[src/rtl/led_frame_scheduler_pkg.sv]
// Shared types and widths for the LED frame scheduler.
package led_pkg;

  typedef enum logic [1:0] {S_IDLE, S_SEND, S_GAP} led_sched_state_t;

  localparam int LED_FRAME_W     = 128;
  localparam int LED_FRAME_CNT_W = 16;

endpackage

[src/rtl/led_frame_scheduler_if.sv]
// Handshake bundle between the two frame sources, the scheduler and the
// LED serial sender. master = source/sender side, slave = scheduler.
interface led_sched_if
  import led_pkg::*;
#(
  parameter int DATA_W = LED_FRAME_W
);

  logic                       req0_valid;
  logic [DATA_W-1:0]          req0_data;
  logic                       req0_ready;
  logic                       req1_valid;
  logic [DATA_W-1:0]          req1_data;
  logic                       req1_ready;
  logic                       send_en;
  logic [DATA_W-1:0]          send_data;
  logic                       busy;
  logic [LED_FRAME_CNT_W-1:0] frame_cnt;

  modport master (
    output req0_valid, req0_data, req1_valid, req1_data,
    input  req0_ready, req1_ready, send_en, send_data, busy, frame_cnt
  );

  modport slave (
    input  req0_valid, req0_data, req1_valid, req1_data,
    output req0_ready, req1_ready, send_en, send_data, busy, frame_cnt
  );

endinterface

[src/rtl/led_frame_scheduler_rr_arb2.sv]
// Two-way round-robin arbiter. rr_last holds the index granted at the most
// recent accepted handshake; on contention the other requester wins.
module led_rr_arb2 (
  input  logic       clk,
  input  logic       rst,
  input  logic [1:0] valid,
  input  logic       accept,
  output logic [1:0] grant,
  output logic       rr_last
);

  // Grant selection: a lone requester always wins, contention alternates.
  always_comb begin
    grant = 2'b00;
    case (valid)
      2'b01:   grant = 2'b01;
      2'b10:   grant = 2'b10;
      2'b11:   grant = rr_last ? 2'b01 : 2'b10;
      default: grant = 2'b00;
    endcase
  end

  // rr_last moves only on a real handshake; reset favours requester 0 next.
  always_ff @(posedge clk) begin
    if (rst) begin
      rr_last <= 1'b1;
    end else if (accept) begin
      rr_last <= grant[1];
    end
  end

endmodule

[src/rtl/led_frame_scheduler.sv]
// LED frame scheduler: accepts frames from two round-robin requesters and
// emits one send_en pulse per frame, spaced at least FRAME_CYCLES apart.
// Optional macro LED_SCHED_REFRESH_EN enables resending the last frame after
// REFRESH_CYCLES idle cycles.
module led_frame_scheduler
  import led_pkg::*;
#(
  parameter int DATA_W         = LED_FRAME_W,
  parameter int FRAME_CYCLES   = 1024,
  parameter int REFRESH_CYCLES = 65535
) (
  input  logic        clk,
  input  logic        rst,
  led_sched_if.slave  bus
);

  // SEND and the final GAP cycle account for 2 of the FRAME_CYCLES, and the
  // next handshake cycle is the last, so the gap counter starts at F-3.
  localparam logic [15:0] GAP_LOAD = 16'(FRAME_CYCLES - 3);

  if (FRAME_CYCLES < 3 || FRAME_CYCLES > 65535) begin : g_bad_frame_cycles
    $error("led_frame_scheduler: FRAME_CYCLES must be in 3..65535");
  end
  if (REFRESH_CYCLES < 1 || REFRESH_CYCLES > 65535) begin : g_bad_refresh_cycles
    $error("led_frame_scheduler: REFRESH_CYCLES must be in 1..65535");
  end

  led_sched_state_t           state_reg, state_next;
  logic [DATA_W-1:0]          send_data_reg;
  logic [LED_FRAME_CNT_W-1:0] frame_cnt_reg;
  logic [15:0]                gap_cnt_reg;

  logic [1:0]        valid;
  logic [1:0]        grant;
  logic [1:0]        ready;
  logic [1:0]        hs;
  logic              any_hs;
  logic              rr_last;
  logic              refresh_go;
  logic [DATA_W-1:0] hs_data;

  assign valid = {bus.req1_valid, bus.req0_valid};

  led_rr_arb2 u_arb (
    .clk     (clk),
    .rst     (rst),
    .valid   (valid),
    .accept  (any_hs),
    .grant   (grant),
    .rr_last (rr_last)
  );

  for (genvar gi = 0; gi < 2; gi++) begin : g_req
    assign ready[gi] = (state_reg == S_IDLE) && grant[gi] && !rst;
    assign hs[gi]    = ready[gi] && valid[gi];
  end

  assign any_hs  = |hs;
  assign hs_data = hs[1] ? bus.req1_data : bus.req0_data;

  assign bus.req0_ready = ready[0];
  assign bus.req1_ready = ready[1];
  assign bus.send_en    = (state_reg == S_SEND) && !rst;
  assign bus.send_data  = send_data_reg;
  assign bus.busy       = (state_reg != S_IDLE);
  assign bus.frame_cnt  = frame_cnt_reg;

`ifdef LED_SCHED_REFRESH_EN
  localparam logic [15:0] REFRESH_LIM = 16'(REFRESH_CYCLES);

  logic [15:0] idle_cnt_reg;
  logic        have_frame_reg;

  assign refresh_go = (state_reg == S_IDLE) && !any_hs && have_frame_reg &&
                      (idle_cnt_reg == REFRESH_LIM) && !rst;

  // Idle timer saturates at the refresh limit; any non-IDLE state clears it.
  always_ff @(posedge clk) begin
    if (rst) begin
      idle_cnt_reg   <= '0;
      have_frame_reg <= 1'b0;
    end else begin
      if (state_reg == S_SEND) begin
        have_frame_reg <= 1'b1;
      end
      if (state_reg != S_IDLE) begin
        idle_cnt_reg <= '0;
      end else if (!any_hs && idle_cnt_reg != REFRESH_LIM) begin
        idle_cnt_reg <= idle_cnt_reg + 16'd1;
      end
    end
  end
`else
  assign refresh_go = 1'b0;
`endif

  // Next-state logic: handshake (or refresh) -> SEND -> GAP -> IDLE.
  always_comb begin
    state_next = state_reg;
    case (state_reg)
      S_IDLE:  if (any_hs || refresh_go) state_next = S_SEND;
      S_SEND:  state_next = S_GAP;
      S_GAP:   if (gap_cnt_reg == 16'd0) state_next = S_IDLE;
      default: state_next = S_IDLE;
    endcase
  end

  // State, frame latch, frame counter and inter-frame gap counter.
  always_ff @(posedge clk) begin
    if (rst) begin
      state_reg     <= S_IDLE;
      send_data_reg <= '0;
      frame_cnt_reg <= '0;
      gap_cnt_reg   <= '0;
    end else begin
      state_reg <= state_next;
      if (any_hs) begin
        send_data_reg <= hs_data;
      end
      if (state_reg == S_SEND) begin
        frame_cnt_reg <= frame_cnt_reg + 16'd1;
        gap_cnt_reg   <= GAP_LOAD;
      end else if (state_reg == S_GAP && gap_cnt_reg != 16'd0) begin
        gap_cnt_reg <= gap_cnt_reg - 16'd1;
      end
    end
  end

endmodule

[src/flat_wrapper.sv]
// flat-port wrapper written by rule: the top's interface ports become plain ports
module led_frame_scheduler_flat import led_pkg::*;
#(
  parameter int DATA_W         = LED_FRAME_W,
  parameter int FRAME_CYCLES   = 1024,
  parameter int REFRESH_CYCLES = 65535
)
  (clk, rst, bus_req0_valid, bus_req0_data, bus_req1_valid, bus_req1_data, bus_req0_ready, bus_req1_ready, bus_send_en, bus_send_data, bus_busy, bus_frame_cnt);
  led_sched_if #(.DATA_W(DATA_W)) bus_i ();
  input  logic clk;
  input  logic rst;
  input wire logic [$bits(bus_i.req0_valid)-1:0] bus_req0_valid;
  input wire logic [$bits(bus_i.req0_data)-1:0] bus_req0_data;
  input wire logic [$bits(bus_i.req1_valid)-1:0] bus_req1_valid;
  input wire logic [$bits(bus_i.req1_data)-1:0] bus_req1_data;
  output wire logic [$bits(bus_i.req0_ready)-1:0] bus_req0_ready;
  output wire logic [$bits(bus_i.req1_ready)-1:0] bus_req1_ready;
  output wire logic [$bits(bus_i.send_en)-1:0] bus_send_en;
  output wire logic [$bits(bus_i.send_data)-1:0] bus_send_data;
  output wire logic [$bits(bus_i.busy)-1:0] bus_busy;
  output wire logic [$bits(bus_i.frame_cnt)-1:0] bus_frame_cnt;
  assign bus_i.req0_valid = bus_req0_valid;
  assign bus_i.req0_data = bus_req0_data;
  assign bus_i.req1_valid = bus_req1_valid;
  assign bus_i.req1_data = bus_req1_data;
  assign bus_req0_ready = bus_i.req0_ready;
  assign bus_req1_ready = bus_i.req1_ready;
  assign bus_send_en = bus_i.send_en;
  assign bus_send_data = bus_i.send_data;
  assign bus_busy = bus_i.busy;
  assign bus_frame_cnt = bus_i.frame_cnt;
  led_frame_scheduler #(.DATA_W(DATA_W), .FRAME_CYCLES(FRAME_CYCLES), .REFRESH_CYCLES(REFRESH_CYCLES)) u_core (.clk(clk), .rst(rst), .bus(bus_i));
endmodule
[config.mk]
export PLATFORM = sky130hd
export DESIGN_NAME = led_frame_scheduler_flat
export DESIGN_NICKNAME = d
export VERILOG_FILES = /design/src/rtl/led_frame_scheduler_pkg.sv /design/src/rtl/led_frame_scheduler_if.sv /design/src/rtl/led_frame_scheduler_rr_arb2.sv /design/src/rtl/led_frame_scheduler.sv /design/src/flat_wrapper.sv
export SDC_FILE = /design/constraint.sdc
export NUM_CORES = 1
export LEC_CHECK = 0
export CAP_MARGIN = 20
export CORE_AREA = 2 2 159 161
export DETAILED_ROUTE_END_ITERATION = 10
export DIE_AREA = 0 0 161 163
export PLACE_DENSITY = 0.63
export RECOVER_POWER = 50
export SYNTH_ARGS = -nofsm -noshare
export SYNTH_HDL_FRONTEND = slang
export SYNTH_SLANG_ARGS = --single-unit
[constraint.sdc]
create_clock -name clk -period 2.15 [get_ports clk]
set_input_delay 0.43 -clock clk [delete_from_list [all_inputs] [get_ports clk]]
set_output_delay 0.43 -clock clk [all_outputs]
set_load 0.1 [all_outputs]
==> impl_summary.txt <==
----------------------------------------------------
[Worst setup path]
  Signal arrival time at the worst endpoint ... ~2.4 ns
  Critical path cell sequence ... nand4_1 -> or4_1 -> or4_1 -> a21oi_1
  Worst setup EP type ... flop
  Startpoint type of the worst setup path ... flop
  Crit Path Class ... reg2reg
  Worst-path cell with the longest stage delay ... sky130_fd_sc_hd__or4_1
  Combined buffer and inverter count along the critical path ... 0
  Gate family responsible for the most delay along the worst path ... simple AND/OR/NAND/NOR gates
  Cell seen most often among critical-path stages ... sky130_fd_sc_hd__or4_1
  Largest stage delay, worst path ... slightly above 0.7 ns
  Worst Path Max Fanout ... 7
  Required @ worst endpoint ... approximately 2.5 ns

[Synthesis]
  Netlist Area Pre-Place ... a little over 7000 um2
  Fraction of the yosys area taken by sequential cells ... 45.2%
  Multiplexer area fraction after synthesis ... between 15 and 20%
  Share of the synthesized netlist area taken by xor and xnor gates ... between 1 and 1.5%
  Post-synth top cells ... sky130_fd_sc_hd__dfxtp_1, sky130_fd_sc_hd__nor2_1, sky130_fd_sc_hd__a211oi_1
  Simple-gate area share of the yosys netlist ... between 10 and 15%
  Largest cells by area after synthesis ... sky130_fd_sc_hd__dfxtp_1, sky130_fd_sc_hd__mux2i_1, sky130_fd_sc_hd__a211oi_1
  Number of distinct library cell variants in the gate-level netlist after synthesis ... 39
  Most used standard cell by instance count after synthesis ... sky130_fd_sc_hd__dfxtp_1
  Syn Area/Cell ... around 9.4 um2
  EDFF count, synth ... 0
  Post-synthesis cell type with the largest combined area ... sky130_fd_sc_hd__dfxtp_1
  Net count after synthesis ... roughly 1000
  YS warnings ... 0
  Adder-cell share of the synthesized area ... less than 1%
  Complex-gate fraction of the synthesized area ... between 15 and 20%
  Share of flip-flops with an asynchronous set or reset after synthesis ... 0%
  Cell count after synthesis ... 768
  Main combinational cell family by area after synthesis ... multiplexers
  Dominant synthesized flop cell ... sky130_fd_sc_hd__dfxtp_1
  Post-synthesis register bit count ... roughly 160
  Share of the synthesized area in the top cell type ... between 40% and 50%

[Clock tree]
  Post-CTS Setup Repair Bufs ... 0
  Number of CTS-inserted buffers ... 17
  Clk buf depth ... 2
  CTS-repair resized insts ... 0
  Clock sink count ... between 150 and 200
  Clock transition time at the flip-flop clock pins of the worst setup and hold paths ... roughly 0.07 ns
  Clock Root Buffer ... sky130_fd_sc_hd__clkbuf_16
  Deepest level of the CTS H-tree ... 4
  CTS tree ... built
  Latest clock arrival within the worst-skew pair ... around 0.43 ns
  # hold bufs at CTS ... 0

[Route]
  Number of nets with antenna violations after routing ... 0
  Wirelength per Cell ... ~16 um
  Routed WL ... 25000 um
  Via count ... 7217
  Drt pass-1 iters ... 4
  Drt initial violations ... 257
  DRC violation count after routing ... 0
  Average vias per placed instance ... around 4.7

[Finish]
  Share of cells above drive strength 1 ... between 20% and 30%
  Antenna Diode Count ... 0
  Flip-flop count of the largest register, all copies and words added ... ~130
  Post-layout instance area ... 11900 um2
  Final Net Count ... about 1400
  Area Overhead vs Synth ... 64.5%

[Timing]
  Portion of the clock cycle consumed by the worst path in the final layout ... 95.1%
  Highest achievable clock rate ... between 400 and 500 MHz
  Final Hold Viols ... 0
  Final worst clock skew ... between 0.01 and 0.015 ns
  Actual slew at the worst max-slew pin ... between 0.7 and 0.8 ns
  Rel. slew slack ... ~49%
  Number of pins exceeding their max-slew limit in the final report ... 0
  Unrepaired setup endpoints after global routing ... no
  Time the worst path needs with I/O delays and setup ... between 2 and 2.5 ns
  Final Setup Violations ... 0

[Placement]
  HPWL after detailed placement ... approximately 19000 um
  Global placer's final weighted congestion ... roughly 0.83
  Number of port buffers ... about 410
  Total cell area at the placement stage ... 11700 um2

[Die]
  Placeable core region ... 24700 um2
  Initial core utilization ... slightly below 30%
  Floorplan die area ... about 26000 um2
  Core Rows ... 58
  Die Ht ... between 150 and 200 um
  Floorplan die width ... roughly 160 um
  I/O pin count ... 408

[Global route]
  Via count of the first global-routing pass ... just over 7000
  Total congestion overflow after global routing ... 0
  Total routing usage reported by global routing ... 18.4%
  Antenna violations before repair ... 0
  First-pass GRT wire length ... approximately 38000 um
  Largest net degree at the start of global routing ... 158

[Power]
  Static Leakage ... ~5.4 nW
  Worst supply voltage drop on vdd ... between 0.0003 and 0.0004 V
  Design Power ... 10.5 mW
  Power per standard cell area ... slightly below 900 nW/um2

[Outcome]
  Outcome ... completed

[Job]
  Max_cap viols ... 0

[Worst hold path]
  Classification of the worst-slack hold path ... reg2reg

----------------------------------------------------
[layout make-up]
cell class	count	area [um2]
Sequential cell	163	3280
Clock inverter	13	119
Inverter	5	18.8
Timing Repair Buffer	453	3910
Fill cell	2489	12800
Clock buffer	19	443
Tap cell	330	413
Multi-Input combinational cell	537	3710
[cells in the final DEF (no fill, tap or decap), types with 4 or more instances in the layout]
master	count
sky130_fd_sc_hd__mux2i_1	128
sky130_fd_sc_hd__or2_2	4
sky130_fd_sc_hd__clkbuf_16	17
sky130_fd_sc_hd__nor3_1	9
sky130_fd_sc_hd__clkdlybuf4s50_1	258
sky130_fd_sc_hd__or3_1	9
sky130_fd_sc_hd__xor2_1	4
sky130_fd_sc_hd__nand4_1	7
sky130_fd_sc_hd__inv_8	4
sky130_fd_sc_hd__clkinv_4	4
sky130_fd_sc_hd__nand2_1	14
sky130_fd_sc_hd__nand2b_1	5
sky130_fd_sc_hd__o31ai_1	9
sky130_fd_sc_hd__dfxtp_1	155
sky130_fd_sc_hd__or4_1	9
sky130_fd_sc_hd__inv_1	5
sky130_fd_sc_hd__a21oi_1	15
sky130_fd_sc_hd__buf_12	17
sky130_fd_sc_hd__xnor2_1	7
sky130_fd_sc_hd__nor4_1	5
sky130_fd_sc_hd__clkbuf_2	140
sky130_fd_sc_hd__buf_4	38
sky130_fd_sc_hd__a31oi_1	6
sky130_fd_sc_hd__dfxtp_2	5
sky130_fd_sc_hd__nor2_1	143
sky130_fd_sc_hd__o21ai_0	5
sky130_fd_sc_hd__a211oi_1	130
[through the flow]
step	util, %	setup slack [ns]	hold slack (ns)	std cells	TNS (ns)
finish	48.2	0.106	0.483	1520	0
global route	48.2	0.0209	0.492	1520	0
CTS	49.7	0.121	0.489	1520	0
detailed placement	47.4	0.0803	0.475	1488	0
global placement	47.4	0.132	0.464	1488	0
floorplan	-	-0.0680	0.449	768	-0.0680
[worst reg2reg max path, stage by stage, from the launching register on]
cell,delay [ns]
sky130_fd_sc_hd__dfxtp_4,0.38
sky130_fd_sc_hd__nand4_1,0.23
sky130_fd_sc_hd__or4_1,0.72
sky130_fd_sc_hd__or4_1,0.51
sky130_fd_sc_hd__a21oi_1,0.14
[metal layers]
| layer | up-vias | wire length [um] | global-route usage [%] |
|---|---|---|---|
| li1 | 3643 | - | - |
| met1 | 3292 | 10300 | 21.7 |
| met2 | 249 | 12200 | 31.2 |
| met3 | 33 | 1910 | 6.62 |
| met4 | 0 | 531 | 6.13 |
| met5 | - | 0 | 0 |
[kinds of logic (layout without fill, tap and decap cells)]
kind of cell               after synthesis  after routing
xor gates and xnor gates                11             11
and+or+nand+nor                        225            225
buffers and inverters                   68            490
adders and majority gates                3              3
AOI/OAI and AO/OA                      170            170
muxes                                  128            128
DFF                                    163            163
[path summary, 6_finish.rpt]
check,from,endpoint,slack (ns),cells past startpoint
worst max-delay path,u_core.bus.frame_cnt[3],u_core.bus.frame_cnt[15],0.11,4
worst min-delay path,u_core.u_arb.rr_last,u_core.u_arb.rr_last,0.48,1
worst max register to register,u_core.bus.frame_cnt[3],u_core.bus.frame_cnt[15],0.11,4
worst min register to register,u_core.u_arb.rr_last,u_core.u_arb.rr_last,0.48,1
[report_power, final]
part	leakage [nW]	total (mW)	switching, mW	internal [mW]
registers	1.34	3.52	0.195	3.33
logic	3.79	4.05	2.84	1.20
clock network	0.276	2.98	1.42	1.56
No activity file was read; power rests on OpenSTA's default activity.
